**src/rtl/triangle_voice_scheduler.sv**
```systemverilog
// Shares one 2-cycle triangle_wave generator across NUM_VOICES phase-accumulator
// voices. Each sample_tick sequences all voices and emits one mixed sample.

module triangle_wave (
    input  logic        clk,
    input  logic        rst,
    input  logic [14:0] phase,
    output logic [11:0] sample
);
    logic [11:0] r_stage1;
    logic [11:0] r_stage2;

    // Rising ramp over the first half of the phase period, falling over the second
    always_ff @(posedge clk) begin
        if (rst) begin
            r_stage1 <= '0;
            r_stage2 <= '0;
        end else begin
            r_stage1 <= phase[14] ? ~phase[13:2] : phase[13:2];
            r_stage2 <= r_stage1;
        end
    end

    assign sample = r_stage2;
endmodule

module triangle_voice_scheduler #(
    parameter int NUM_VOICES = 4,
    parameter int ACC_W      = 24,
    parameter int SAMPLE_W   = 12,
    localparam int IDX_W     = $clog2(NUM_VOICES),
    localparam int SUM_W     = SAMPLE_W + IDX_W
) (
    input  logic              clk,
    input  logic              rst,
    input  logic              sample_tick,
    input  logic              cfg_we,
    input  logic [IDX_W-1:0]  cfg_addr,
    input  logic [ACC_W-1:0]  cfg_tune,
    input  logic              cfg_en,
    output logic [SUM_W-1:0]  mix,
    output logic              mix_valid,
    output logic              busy,
    output logic              overrun
);
    typedef enum logic [1:0] {IDLE, ISSUE, DRAIN, DONE} state_t;

    state_t                r_state;
    state_t                w_nextState;
    logic [IDX_W-1:0]      r_idx;
    logic                  r_drainCnt;
    logic [ACC_W-1:0]      r_acc      [NUM_VOICES];
    logic [ACC_W-1:0]      r_tune     [NUM_VOICES];
    logic [ACC_W-1:0]      r_shTune   [NUM_VOICES];
    logic [NUM_VOICES-1:0] r_en;
    logic [NUM_VOICES-1:0] r_shEn;
    logic                  r_tag1;
    logic                  r_tag2;
    logic [SUM_W-1:0]      r_sum;
    logic [SUM_W-1:0]      r_mix;
    logic                  r_mixValid;
    logic                  r_overrun;
    logic                  w_accept;
    logic                  w_issue;
    logic [14:0]           w_phase;
    logic [SAMPLE_W-1:0]   w_sample;

    triangle_wave u_tri (
        .clk    (clk),
        .rst    (rst),
        .phase  (w_phase),
        .sample (w_sample)
    );

    always_ff @(posedge clk) begin
        if (rst) r_state <= IDLE;
        else     r_state <= w_nextState;
    end

    always_comb begin
        w_nextState = r_state;
        case (r_state)
            IDLE:    if (sample_tick) w_nextState = ISSUE;
            ISSUE:   if (r_idx == IDX_W'(NUM_VOICES - 1)) w_nextState = DRAIN;
            DRAIN:   if (r_drainCnt) w_nextState = DONE;
            DONE:    w_nextState = IDLE;
            default: w_nextState = IDLE;
        endcase
    end

    always_comb begin
        busy     = (r_state != IDLE);
        w_issue  = (r_state == ISSUE);
        w_accept = (r_state == IDLE) && sample_tick;
        w_phase  = w_issue ? r_acc[r_idx][ACC_W-1 -: 15] : 15'd0;
    end

    // Frames run from shadow copies so config writes only land at the next frame
    always_ff @(posedge clk) begin
        if (rst) begin
            for (int v = 0; v < NUM_VOICES; v++) begin
                r_acc[v]    <= '0;
                r_tune[v]   <= '0;
                r_shTune[v] <= '0;
            end
            r_en       <= '0;
            r_shEn     <= '0;
            r_idx      <= '0;
            r_drainCnt <= 1'b0;
            r_tag1     <= 1'b0;
            r_tag2     <= 1'b0;
            r_sum      <= '0;
            r_mix      <= '0;
            r_mixValid <= 1'b0;
            r_overrun  <= 1'b0;
        end else begin
            if (cfg_we) begin
                r_tune[cfg_addr] <= cfg_tune;
                r_en[cfg_addr]   <= cfg_en;
            end
            if (w_accept) begin
                for (int v = 0; v < NUM_VOICES; v++) r_shTune[v] <= r_tune[v];
                r_shEn     <= r_en;
                r_idx      <= '0;
                r_drainCnt <= 1'b0;
            end
            if (w_issue) begin
                r_acc[r_idx] <= r_shEn[r_idx] ? r_acc[r_idx] + r_shTune[r_idx] : '0;
                r_idx        <= r_idx + 1'b1;
            end
            if (r_state == DRAIN) r_drainCnt <= ~r_drainCnt;
            // Tag tracks the generator latency so only this frame's enabled samples are summed
            r_tag1 <= w_issue && r_shEn[r_idx];
            r_tag2 <= r_tag1;
            if (w_accept)    r_sum <= '0;
            else if (r_tag2) r_sum <= r_sum + SUM_W'(w_sample);
            if (r_state == DONE) r_mix <= r_sum;
            r_mixValid <= (r_state == DONE);
            if (sample_tick && r_state != IDLE) r_overrun <= 1'b1;
        end
    end

    assign mix       = r_mix;
    assign mix_valid = r_mixValid;
    assign overrun   = r_overrun;
endmodule

```
**config.mk**
```make
export PLATFORM = sky130hd
export DESIGN_NAME = triangle_voice_scheduler
export DESIGN_NICKNAME = d
export VERILOG_FILES = /design/src/rtl/triangle_voice_scheduler.sv
export SDC_FILE = /design/constraint.sdc
export NUM_CORES = 1
export LEC_CHECK = 0
export BUFFER_PORTS_ARGS = -buffer_cell sky130_fd_sc_hd__buf_4
export CORE_ASPECT_RATIO = 0.8
export CORE_MARGIN = 5
export CORE_UTILIZATION = 60
export CTS_CLUSTER_SIZE = 40
export DETAILED_ROUTE_END_ITERATION = 7
export GPL_TIMING_DRIVEN = 0
export PLACE_DENSITY = 0.77
export REMOVE_ABC_BUFFERS = 1
export SLEW_MARGIN = 20
export SYNTH_ARGS = -nofsm -noshare
export SYNTH_HDL_FRONTEND = slang
export SYNTH_SLANG_ARGS = --single-unit
```
**constraint.sdc**
```tcl
create_clock -name clk -period 4.06 [get_ports clk]
set_input_delay 0.609 -clock clk [delete_from_list [all_inputs] [get_ports clk]]
set_output_delay 0.609 -clock clk [all_outputs]
set_load 0.1 [all_outputs]
```
=== After elaboration in Yosys (flattened, before gate mapping) ===
Memories as Yosys holds them, arrays and structs flattened. A register that Yosys moved wholly into a read port is not among the register bits.
Index checks and enable logic that the tools add are counted.
W data, S select, Z words.

* Register bits: 69
* Bits in latches: 0
* Memory bits (writable): 288
* Memory bits (read-only): 0
* Input port bits: 31
* Output and inout bits: 17
* Logic and storage cells: 88
* Memories: 3

{| class="wikitable"
|+ Memories
! memory !! depth !! width !! rd ports !! clocked after memory_dff !! wr ports !! line !! RTL
|-
| r_acc || 4 || 24 || 1 || 1 || 4 || 52 || <nowiki>logic [ACC_W-1:0] r_acc [NUM_VOICES];</nowiki>
|-
| r_shTune || 4 || 24 || 1 || 1 || 4 || 54 || <nowiki>logic [ACC_W-1:0] r_shTune [NUM_VOICES];</nowiki>
|-
| r_tune || 4 || 24 || 4 || 0 || 4 || 53 || <nowiki>logic [ACC_W-1:0] r_tune [NUM_VOICES];</nowiki>
|}

* Add/sub/neg operators: 3
* Multipliers: 0
* Divide/modulo/power cells: 0
* Order comparisons: 3
* Equality and inequality tests: 7
* Shift operators: 0
* Multiplexer cells: 41
* Bitwise gates (word level): 6
* Reduce and logical (&&, ||, !) cells: 12

{| class="wikitable"
|+ Operator list
! kind !! count
|-
| $mux W24 || 7
|-
| $reduce_or A24 Y1 || 2
|-
| $add A24 B24 Y24 || 1
|-
| $mux W2 || 11
|-
| $mux W1 || 17
|-
| $mux W15 || 1
|-
| $add A14 B12 Y14 || 1
|-
| $mux W12 || 1
|-
| $not A12 Y12 || 1
|-
| $pmux W2 S4 || 1
|-
| $eq A2 B2 Y1 const B || 3
|-
| $lt A2 B3 Y1 const B || 2
|-
| $reduce_bool A2 Y1 || 3
|-
| $bwmux W4 || 1
|-
| $logic_and A1 B1 Y1 || 4
|-
| $ne A2 B2 Y1 const B || 2
|-
| $or A1 B1 Y1 || 4
|-
| $reduce_and A3 Y1 || 1
|-
| $add A2 B1 Y2 const B || 1
|-
| $bmux W1 S2 || 1
|-
| $demux W1 S2 || 1
|-
| $eq A2 B1 Y1 const B || 1
|-
| $ge A2 B1 Y1 const B || 1
|-
| $logic_not A2 Y1 || 1
|-
| 3 further kinds || 3
|}

=== Longest topological paths before layout ===
Gate-level depths: netlist of run 1.

* Depth in word-level cells: 6
* Gate-level depth with buffers: 12
* Gate-level depth less buffers: 9

=== Hierarchy ===
A second synthesis of run 1 with hierarchy kept.

* Cells, all modules: 1238
* Area total of the unflattened synthesis: 15950.3 sq um

{| class="wikitable"
|+ Modules (own cells, without submodules)
! module !! instances !! cells an instance !! area each (sq um) !! seq. area each (sq um)
|-
| triangle_voice_scheduler || 1 || 1175 || 15223.4 || 9589.2
|-
| triangle_wave || 1 || 63 || 726.9 || 480.5
|}

=== Worst setup path before layout of run 1 ===
No wires, ideal clock.

* Path type: reg2reg
* Start: reg with a tool-made name
* End: mem r_acc[0][12], data pin
* Library setup time: 259 ps
* Arrival time: 3123 ps
* Data required time: 3801 ps
* Path slack: 678 ps
* Stages on the path, launching flop included: 12
* Buffers on the path: 3
* Clock period less this slack: 3382 ps
* Cell sequence: dfxtp_1 buf_4 buf_4 buf_4 mux4_2 ha_1 and3_1 a221oi_2 and4_4 o31a_4 xor2_2 nor2_1

{| class="wikitable"
|+ RTL lines
! item !! line
|-
| end, declared || 52
|}

==> results.json, run 1 <==
{
  "outcome": "finished clean",
  "period_share_pct": 93.48,
  "wire_per_inst_um": 19.25,
  "required_ps": 4400,
  "cts_hold_buf": 0,
  "synth_area_leaders": "edfxtp_1, dfxtp_1, mux4_2",
  "drt_iter0_drc": 784,
  "grt_overflow": 0,
  "vias": 9482,
  "grt_usage_pct": 21.64,
  "synth_area_um2": 16070,
  "cts_tree": "done",
  "yosys.cell_types.count": 76,
  "tightestPinTransition_ps": 984.3,
  "core-area_um2": 26330,
  "cp.arrival_ps": 4130,
  "final_common_cell": "edfxtp_1",
  "r2r_slack_ps": 260,
  "syn2layout_area_growth_pct": 11.74,
  "root_buffer": "clkbuf_16",
  "ant_nets": 0,
  "place_ws_ps": 127.8,
  "fin_nets": 1340,
  "gp_congestion": 0.8796,
  "rows": 53,
  "drcViolationCount": 0,
  "synth_area_per_cell_um2": 12.97,
  "max_cap_viol_count": 0,
  "grt_pass1_vias": 9625,
  "place_hpwl_um": 20430,
  "wl_um": 31770,
  "yosysWarnings": 0,
  "dpl.cell_count": 1585,
  "cts_max_path_buffers": 3,
  "grt_pass1_wl_um": 50870,
  "grt_max_degree": 83,
  "clk_latency_ps": 520,
  "layout-drive-gt1-share_pct": 15.16,
  "wl_met2_um": 15590,
  "cts_resized": 0,
  "syn-instance-count": 1239,
  "vias_per_cell": 5.747,
  "wl_met1_um": 13650,
  "min_to": "overrun",
  "ys_seq_area_share_pct": 62.65,
  "synth.top_cell.area_share_pct": 53.81,
  "antenna_found_initial": 0,
  "async_reset_ff_share_pct": 0,
  "crit_type": "reg -> reg",
  "r2r-end": "r_acc[0][23]",
  "post-route-min-period_ps": 3795,
  "synth_seq_cells": 359,
  "fp.dieArea_um2": 30180,
  "io_pins": 48,
  "route.met3.wl_um": 1939,
  "htree_num_levels": 2,
  "hold_path.class": "in -> reg",
  "die_x_um": 193.0,
  "synth_ff_type": "edfxtp_1",
  "fp.dieH_um": 156.4,
  "worst_slack_ps": 264.8,
  "hp-start": "sample_tick",
  "highest_layer": "met4",
  "grt_setup_unrepaired": "no",
  "clk_pin_slew_ps": 60,
  "endpoint_kind": "register",
  "n_fill_cell": 1817,
  "hold_violations": 0,
  "synth_edf_count": 288,
  "relSlewSlack_pct": 34.38,
  "numCtsBuffers": 35,
  "synth_top_area_cell": "edfxtp_1",
  "power.density_nw_per_um2": 616.8,
  "drv_slew": 0,
  "fmaxAchievable_mhz": 263.5,
  "final_cells": 1650,
  "final_cell_mix": "edfxtp_1, nor2_1, and2_1",
  "start_util_pct": 61.05,
  "drt-pass1-iter-count": 5,
  "vdd_ir_drop_max_v": 0.0004066,
  "clock_skew_ps": 27.29,
  "crit_fanout": 28,
  "setup_viol": 0,
  "cp-start-kind": "register",
  "reg2regPathDepth": 9,
  "port-buffer-count": 47,
  "num_antenna_cells": 0,
  "p_leak_nw": 6.772,
  "cts.sinks": 359,
  "min_path_cells": 3
}
-- area by class of cell --
type / count / area, µm² / share of cell area (%)
multi-input cells: 765 / 5563 / 30.98
clock inverters: 14 / 133.9 / 0.7455
inverters: 49 / 188.9 / 1.052
well taps: 357 / 446.7 / 2.487
clock buffers: 50 / 963.4 / 5.365
flip-flops and latches: 359 / 10080 / 56.11
repair buffers: 56 / 585.6 / 3.261
-- how the worst max path moves through the flow --
stage	slack, ps	end	start
finish	260	r_acc[0][23]	register
global route	60	r_acc[1][12]	register
CTS	120	r_acc[1][12]	register
detailed placement	130	r_acc[1][12]	register
global placement	-1970	r_acc[0][12]	register
floorplan	-740	r_acc[1][12]	register
-- repair_timing --
item,4_1_cts,5_1_grt
hold endpoints to repair,0,0
buffers inserted,0,1
setup endpoints to repair,0,13
-- kinds of logic (layout without fill, tap and decap cells) --
| group | count (synthesis) | after routing | share of synthesized area [%] |
|---|---|---|---|
| AND/OR/NAND/NOR | 478 | 478 | 14.57 |
| XOR/XNOR | 36 | 36 | 2.149 |
| flip-flops | 359 | 359 | 62.65 |
| adder cells (fa/ha/maj) | 43 | 43 | 3.441 |
| AO/OA/AOI/OAI | 135 | 135 | 5.909 |
| multiplexers | 73 | 73 | 8.291 |
| buffers and inverters | 115 | 169 | 2.989 |
-- worst max-delay path, stage by stage (launching register included) --
cell,delay [ps]
dfxtp_4,560
buf_16,290
mux4_2,640
ha_1,600
nand4_2,240
nor3_1,270
a21boi_1,120
a311oi_1,440
o21ai_1,250
a21oi_1,190
-- sequential cells by signal, summed over array words and instances, names as in the netlist, named ones only --
name / cells
r_drainCnt: 1
r_shTune: 96
r_tag1: 1
r_state: 2
mix: 14
u_tri.r_stage1: 12
r_shEn: 4
r_sum: 14
r_tune: 96
mix_valid: 1
r_acc: 96
r_idx: 2
r_en: 4
overrun: 1
r_tag2: 1
u_tri.sample: 12
-- cells in the mapped netlist (3+ instances only) --
cell type and instances:
nor2_1 204, nand4b_1 3, nor3_1 15, buf_2 12
a21oi_1 40, buf_4 9, nand4_1 4, o211ai_1 8
buf_1 3, clkbuf_1 42, mux4_2 48, o21ai_1 14
edfxtp_1 288, nand3b_1 8, xnor2_1 28, nor2b_1 20
or3_1 4, a211oi_1 5, and3_1 4, and2_1 97
a21o_1 8, nand2_1 66, nand3_1 18, inv_1 47
o21ai_0 17, o21a_1 3, xnor2_2 3, o31a_1 3
ha_1 41, mux2i_1 24, dfxtp_1 71, xor2_1 4
and4_1 5, a22o_1 4, o21bai_1 3, nand2b_1 17
-- where the power goes --
part           leakage [nW]  internal, mW  total [mW]  switching [mW]
combinational          2.69          1.28        3.28            2.00
sequential             3.55          4.50        4.68           0.182
clock                 0.530          1.79        3.12            1.33
-- routing by layer --
metal | GRT usage [%] | up-vias
met5 | 0 | -
met4 | 5.393 | 0
met3 | 3.323 | 61
met2 | 35.91 | 300
met1 | 30.59 | 4628
li1 | - | 4493
-- metrics by stage --
stage          utilization (%)  cell area (µm²)  hold slack [ps]  setup TNS, ps  power (mW)
2_1_floorplan                -            15780            413.8         -34170       7.087
3_3_place_gp             62.96            16570            421.7        -217040       7.846
3_5_place_dp             63.94            16830            425.6              0       7.972
4_1_cts                  68.11            17930            364.6              0       11.08
5_1_grt                  68.21            17960            379.9              0       11.64
6_report                 68.21            17960            384.3              0       11.08
No activity file was read; power rests on OpenSTA's default activity.
==> run 2: changes to the inputs <==
MAX_ROUTING_LAYER = met4   (was default)
==> run 2 against run 1 <==
Sequential share of layout area is 0.14 points lower. First-iteration DRC count is 7.8% higher. Critical path depth is 1 higher. Fmax is 1.0% lower. Combinational power hardly changed. Via count hardly changed. Die area stayed put. Sequential power hardly changed. Final cell count is 0.12% higher. Highest routed layer unchanged.
==> results.json, run 2 (synthesis results as in run 1) <==
{
  "vias": 9480,
  "place_ws_ps": 112.5,
  "final_cells": 1652,
  "seqPwrFrac_pct": 41.9,
  "gp_congestion": 0.8924,
  "max_cap_viol_count": 0,
  "rows": 53,
  "final_common_cell": "edfxtp_1",
  "crit_chain": "buf_16 > mux4_2 > ha_1 > fa_1 > a21o_1 > a221oi_2 > and4_4 > o31ai_4 > xnor2_2 > nor2_1",
  "num_antenna_cells": 0,
  "cp.buffers_inverters": 1,
  "setup_viol": 0,
  "clock_skew_ps": 24.70,
  "fp.dieArea_um2": 30180,
  "n_fill_cell": 1823,
  "port-buffer-count": 47,
  "required_ps": 4280,
  "p_clk_share_pct": 28.7,
  "dpl.cell_count": 1586,
  "top_regs": "r_acc: 96 flops, r_shTune: 96 flops, r_tune: 96 flops",
  "cts_max_path_buffers": 3,
  "place_hpwl_um": 19720,
  "root_buffer": "clkbuf_16",
  "seq_area_um2": 10080,
  "cts_hold_buf": 0,
  "p_int_mw": 7.622,
  "setup_tns_ps": 0,
  "layout-drive-gt1-share_pct": 15.91,
  "grt_setup_unrepaired": "no",
  "grt_pass1_wl_um": 49690,
  "grt_overflow": 0,
  "syn2layout_area_growth_pct": 12.02,
  "clk_pin_slew_ps": 70,
  "cp.arrival_ps": 4050,
  "clk_latency_ps": 520,
  "worst_slack_ps": 226.2,
  "drt_iter0_drc": 845,
  "p_sw_mw": 3.551,
  "outcome": "finished clean",
  "post-route-min-period_ps": 3834,
  "htree_num_levels": 2,
  "io_pins": 48,
  "vias_per_cell": 5.738,
  "cts.sinks": 359,
  "crit_type": "reg -> reg",
  "power.density_nw_per_um2": 620.6,
  "ant_nets": 0,
  "critPathSlowestCell": "dfxtp_4",
  "die_x_um": 193.0,
  "hold_path.class": "in -> reg",
  "wl_um": 31440,
  "fin_nets": 1342,
  "endpoint_kind": "register",
  "period_share_pct": 94.43,
  "final_cell_mix": "edfxtp_1, nor2_1, and2_1",
  "hold_ws_ps": 349.3,
  "start_util_pct": 61.05,
  "grt_max_degree": 87,
  "vdd_ir_drop_max_v": 0.0004309,
  "fp.dieH_um": 156.4,
  "drv_slew": 0,
  "p_leak_nw": 6.794,
  "cp-start-kind": "register",
  "tightestPinTransition_ps": 1009,
  "hold_violations": 0,
  "drt-pass1-iter-count": 5,
  "fmaxAchievable_mhz": 260.8,
  "crit_fanout": 28,
  "comb_power_share_pct": 29.4,
  "slowest_delay_ps": 580,
  "cts_tree": "done",
  "relSlewSlack_pct": 32.74,
  "p_sw_share_pct": 31.78,
  "numCtsBuffers": 36,
  "grt_pass1_vias": 9395,
  "core-area_um2": 26330,
  "cpLargestDelayFamily": "adder cells",
  "antenna_found_initial": 0,
  "drcViolationCount": 0,
  "wire_per_inst_um": 19.03,
  "multi_input_area_um2": 5570,
  "grt_usage_pct": 21.93,
  "p_total_mw": 11.17
}
-- run 2: changes by cell type in the layout (fill, tap and decap cells not counted), moves of 2 or more --
| cell | before | now |
|---|---|---|
| clkbuf_1 | 13 | 8 |
| buf_12 | 2 | 6 |
| buf_16 | 7 | 4 |
| clkinv_2 | 1 | 4 |
| clkinv_1 | 7 | 5 |
| clkinv_4 | 0 | 2 |
| clkinvlp_4 | 0 | 2 |
-- run 2: cell type report --
type                            instances  area share [%]
Sequential cell                       359           55.97
Multi-Input combinational cell        765           30.94
Clock buffer                           44           5.171
Timing Repair Buffer                   57           3.239
Tap cell                              357           2.481
Clock inverter                         21           1.147
Inverter                               49           1.049
-- run 2: worst paths after layout --
check                    startpoint               to  slack, ps  cells after the start
setup / recovery           register     r_acc[2][20]        230                     10
hold / removal               cfg_en          r_en[3]        350                      3
setup reg to reg           register     r_acc[2][20]        230                     10
hold reg to reg   u_tri.r_stage1[0]  u_tri.sample[0]        430                      1
-- run 2: worst reg2reg max path, stage by stage (launching register included) --
cell and delay, ps:
dfxtp_4 580, buf_16 290, mux4_2 580, ha_1 270, fa_1 410, a21o_1 220
a221oi_2 370, and4_4 320, o31ai_4 90, xnor2_2 290, nor2_1 120
-- run 2: repair_timing --
item / 4_1_cts / 5_1_grt
setup buffers: 0 / 1
endpoints found under the setup margin: 0 / 17
resized for setup: 0 / 1
-- run 2: per-stage QoR --
step | util (%) | instance area [µm²]
after floorplan | - | 15780
after global placement | 62.96 | 16570
after detailed placement | 63.93 | 16830
after CTS | 68.25 | 17970
after global routing | 68.39 | 18000
final | 68.39 | 18000
-- run 2: layer usage --
| layer | GRT usage (%) | up-vias | wire length (µm) |
|---|---|---|---|
| met5 | - | - | 0 |
| met4 | 4.921 | 0 | 425 |
| met3 | 3.791 | 47 | 1870 |
| met2 | 35.29 | 265 | 15500 |
| met1 | 29.87 | 4660 | 13650 |
| li1 | - | 4508 | - |
-- run 2: power groups by stage --
stage | Clock, mW | Sequential, mW | Combinational [mW]
after floorplan | 0 | 4.78 | 2.31
after global placement | 0 | 4.84 | 3.01
after detailed placement | 0 | 4.78 | 3.19
after CTS | 3.25 | 4.70 | 3.21
after global routing | 3.39 | 4.73 | 3.58
final | 3.20 | 4.68 | 3.29
